[config.mk]
export PLATFORM = sky130hd
export DESIGN_NAME = jtframe_dtack_ctrl
export DESIGN_NICKNAME = d
export VERILOG_FILES = /design/src/rtl/jtframe_dtack_ctrl.sv
export SDC_FILE = /design/constraint.sdc
export NUM_CORES = 1
export LEC_CHECK = 0
export CAP_MARGIN = 40
export CORE_MARGIN = 5
export CORE_UTILIZATION = 45
export CTS_BUF_LIST = sky130_fd_sc_hd__clkbuf_16
export CTS_CLUSTER_SIZE = 40
export DETAILED_ROUTE_END_ITERATION = 16
export PLACE_DENSITY = 0.81
export REMOVE_ABC_BUFFERS = 1
export SYNTH_ARGS = -nofsm -noshare
export SYNTH_HDL_FRONTEND = slang
export SYNTH_SLANG_ARGS = --single-unit
[constraint.sdc]
create_clock -name clk -period 3.5 [get_ports clk]
set_input_delay 0.525 -clock clk [delete_from_list [all_inputs] [get_ports clk]]
set_output_delay 0.525 -clock clk [all_outputs]
set_load 0.01 [all_outputs]
[src/rtl/jtframe_dtack_ctrl.sv]
// 68000 DTACKn generator: minimum wait in cpu_cen ticks, SDRAM stall stretching,
// and lost-cycle bookkeeping. Define JTFRAME_DTACK_RECOVER_EN to enable early recovery.
module jtframe_dtack_ctrl #(
  parameter int NCH     = 2,
  parameter int MINWAIT = 2,
  parameter int CNTW    = 16
) (
  input  logic            clk,
  input  logic            rst,
  input  logic            cpu_cen,
  input  logic            ASn,
  input  logic [NCH-1:0]  bus_cs,
  input  logic [NCH-1:0]  bus_ok,
  input  logic            frame,
  output logic            DTACKn,
  output logic [CNTW-1:0] fail_cnt,
  output logic [CNTW-1:0] last_fail
);

  localparam logic [2:0] WAIT_INIT = 3'(MINWAIT);

  logic [2:0] wcnt;
  logic       last_ASn;
  logic       sel, busy, done, cycle_start, recover;

  assign sel         = |bus_cs;
  assign busy        = |(bus_cs & ~bus_ok);
  assign done        = (wcnt == 3'd0);
  assign cycle_start = ASn | last_ASn;

`ifdef JTFRAME_DTACK_RECOVER_EN
  // Pay back one lost clk by acking one tick before the minimum wait expires.
  assign recover = !busy && (wcnt == 3'd1) && (fail_cnt != '0);
`else
  assign recover = 1'b0;
`endif

  // NOTE: every register here is written with <= so all updates see the values
  // from before the edge; the frame clear is placed last so it overrides inc/dec.
  always_ff @(posedge clk) begin
    if (rst) begin
      DTACKn    <= 1'b1;
      fail_cnt  <= '0;
      last_fail <= '0;
      wcnt      <= WAIT_INIT;
      last_ASn  <= 1'b1;
    end else begin
      last_ASn <= ASn;
      if (cycle_start) begin
        DTACKn <= 1'b1;
        wcnt   <= WAIT_INIT;
      end else begin
        if (cpu_cen && !done) wcnt <= wcnt - 3'd1;
        if (!sel) begin
          DTACKn <= 1'b0;
        end else if (DTACKn) begin
          // Once acked, later bus_ok activity is irrelevant to this cycle.
          if (busy && done) begin
            if (fail_cnt != '1) fail_cnt <= fail_cnt + CNTW'(1);
          end else if (!busy && done) begin
            DTACKn <= 1'b0;
          end else if (recover) begin
            DTACKn   <= 1'b0;
            fail_cnt <= fail_cnt - CNTW'(1);
          end
        end
      end
      if (frame) begin
        last_fail <= fail_cnt;
        fail_cnt  <= '0;
      end
    end
  end

endmodule

==> impl_metrics.env <==
export IMPL_outcome="finished clean"
export IMPL_peakVddDrop_mv=0.406
export IMPL_power_leakage_nw=0.862
export IMPL_wirelength_um=4000
export IMPL_dpl_hpwl_um=2840
export IMPL_hold_violations=0
export IMPL_placementRows=22
export IMPL_hp_class="reg -> reg"
export IMPL_netlist_instances=185
export IMPL_post_cts_resized=0
export IMPL_hold_buffers=0
export IMPL_skew_ns=0.00436
export IMPL_grt_pass1_vias=1523
export IMPL_clock_path_buffers=2
export IMPL_min_period_ns=2.17
export IMPL_critPathRequiredTime_ns=3.66
export IMPL_io_pins=42
export IMPL_initial_utilization_pct=47.5
export IMPL_ant_nets=0
export IMPL_grt_pass1_wl_um=7000
export IMPL_netlist_area_um2=1760
export IMPL_synth_avg_cell_area_um2=9.54
export IMPL_cp_max_fo=26
export IMPL_cts_tree="yes"
export IMPL_critPathCaptureType="flop"
export IMPL_portBuffers=41
export IMPL_postCtsSetupBuffers=0
export IMPL_grt_overflow=0
export IMPL_rsz0062_at_grt="false"
export IMPL_slew_headroom_pct=54.6
export IMPL_setup_worst_path_class="in -> reg"
export IMPL_fin_tns_setup_ns=0
export IMPL_cts_buffers=5
export IMPL_worstPathArrival_ns=2.33
export IMPL_seqCellArea_um2=741
export IMPL_avgRoutedWirePerCell_um=14.5
export IMPL_maxSlewViolCount=0
export IMPL_layout_drive_gt1_share_pct=8.33
export IMPL_grt_max_degree=27
export IMPL_drtIter0Drc=96
export IMPL_reg2reg_depth=6
export IMPL_power_density_nw_per_um2=431
export IMPL_ys_async_sr_fraction_pct=0
export IMPL_syn_to_final_growth_pct=35.8
export IMPL_r2r_start="wcnt[0]"
export IMPL_die_area_um2=5270
export IMPL_synth_cell_types=40
export IMPL_place_congestion=0.815
export IMPL_final_nets=239
export IMPL_clockRootBuffer="clkbuf_16"
export IMPL_setup_viol=0
export IMPL_fill_cells=328
export IMPL_multi_input_area_um2=957
export IMPL_antenna_found_initial=0
export IMPL_grt_use_total_pct=16.6
export IMPL_htree_levels=2
export IMPL_cap_violations=0
export IMPL_yosysSeqAreaShare_pct=42.0
export IMPL_clk_pin_slew_ns=0.05
export IMPL_drt_vias_per_instance=5.63
export IMPL_fin_crit_sh_pct=61.9
export IMPL_core_um2=3720
export IMPL_tightest_slew_ns=0.676
export IMPL_cts_sinks=37
export IMPL_drc=0
export IMPL_drt_first_pass_iters=4
export IMPL_synth_edff_count=0
export IMPL_dieWidth_um=72.6
export IMPL_dieHeight_um=72.6
export IMPL_ys_ff_latch=37
export IMPL_synth_ff_type="dfxtp_1"
export IMPL_start_kind="input pin"
export IMPL_critical_path_startpoint="bus_cs[1]"
export IMPL_r2r_setup_slack_ns=1.45
export IMPL_vias=1554
export IMPL_fmax_mhz=462
export IMPL_antenna_cells_inserted=0
export IMPL_holdPathStages=2
export IMPL_reg2reg_to="fail_cnt[14]"
export IMPL_hold_ws_ns=0.482
export IMPL_setup_worst_path_end="fail_cnt[14]"
export IMPL_worstSkewPairLatency_ns=0.28
export IMPL_synth_warning_count=0
worst min path at each step:
stage,start,end,slack (ns)
final,wcnt[1],wcnt[1],0.48
after global routing,last_fail[1],last_fail[1],0.52
after CTS,wcnt[1],wcnt[1],0.49
after detailed placement,wcnt[1],wcnt[1],0.47
after global placement,wcnt[1],wcnt[1],0.47
after floorplan,wcnt[1],wcnt[1],0.45
registers in the layout (all words and copies together), names as in the netlist:
name       count
fail_cnt      16
DTACKn         1
last_ASn       1
wcnt           3
last_fail     16
cells in the final DEF (no fill, tap or decap), types with 2 or more instances in the layout:
master           instances
clkdlybuf4s50_1         41
dfxtp_1                 37
mux2i_1                 20
nor2_1                  19
nand2_1                 13
a21oi_1                 10
nand3_1                  9
or4_1                    7
inv_1                    6
o31ai_1                  6
or3_1                    5
nor3_1                   5
clkbuf_16                5
and4_1                   3
o41ai_1                  3
ha_1                     3
nand4_2                  2
nand4_1                  2
nor4_4                   2
nor2b_1                  2
or2_1                    2
nor4_1                   2
o21a_1                   2
o21ai_0                  2
nor4_2                   2
o211ai_1                 2
bufinv_16                2
buf_4                    2
where the power goes:
| part | switching (W) | total [W] | leakage, nW | internal [W] |
|---|---|---|---|---|
| Clock | 0.000165 | 0.000571 | 0.0938 | 0.000406 |
| Combinational | 0.0000200 | 0.0000382 | 0.470 | 0.0000182 |
| Sequential | 0.00000136 | 0.000424 | 0.298 | 0.000423 |
cell usage after synthesis, drive strengths merged, types with 5 or more instances:
| library cell | count | area (um^2) |
|---|---|---|
| dfxtp | 37 | 741 |
| or4 | 7 | 52.6 |
| nor2 | 19 | 71.3 |
| o31ai | 6 | 45.0 |
| buf | 5 | 32.5 |
| nor3 | 5 | 25.0 |
| or3 | 5 | 31.3 |
| nand2 | 13 | 48.8 |
| a21oi | 10 | 50.1 |
| nor4 | 6 | 80.1 |
| mux2i | 20 | 200 |
| nand3 | 9 | 45.0 |
| inv | 6 | 22.5 |
metal layers:
layer	track usage, %	routed length, um	up-vias
li1	-	-	773
met1	21.4	1860	741
met2	27.0	1880	37
met3	5.51	224	3
met4	3.69	37	0
met5	0	0	-
final cells by class:
class                   instances  share of cell area (%)
flip-flops and latches         37                    30.9
clock buffers                   5                    5.22
inverters                       6                   0.940
clock inverters                 3                    2.72
multi-input cells             134                    39.9
well taps                      48                    2.51
repair buffers                 43                    17.8
through the flow:
stage	std cells	setup slack (ns)	cell area [um^2]	power (W)	utilization [%]
floorplan	177	1.66	1720	0.000448	-
global placement	268	1.11	2210	0.000471	59.4
detailed placement	268	1.05	2210	0.000471	59.4
CTS	276	1.32	2400	0.00105	64.5
global route	276	1.20	2400	0.00107	64.5
finish	276	1.33	2400	0.00103	64.5
logic make-up after synthesis:
logic type      count (synthesis)  synth area share [%]
simple gates                   80                  27.9
xor+xnor                        1                 0.497
compound gates                 30                  12.3
fa+ha+maj                       3                  2.13
buf+inv                        14                  3.76
flops                          37                  42.0
mux                            20                  11.3
critical path, cell delays in order:
cell and delay, ns:
clkdlybuf4s50_1 0.47, nor2b_1 0.31, o211ai_4 0.28, or3_1 0.43, o311a_1 0.30
(Power assumes the default switching activity.)
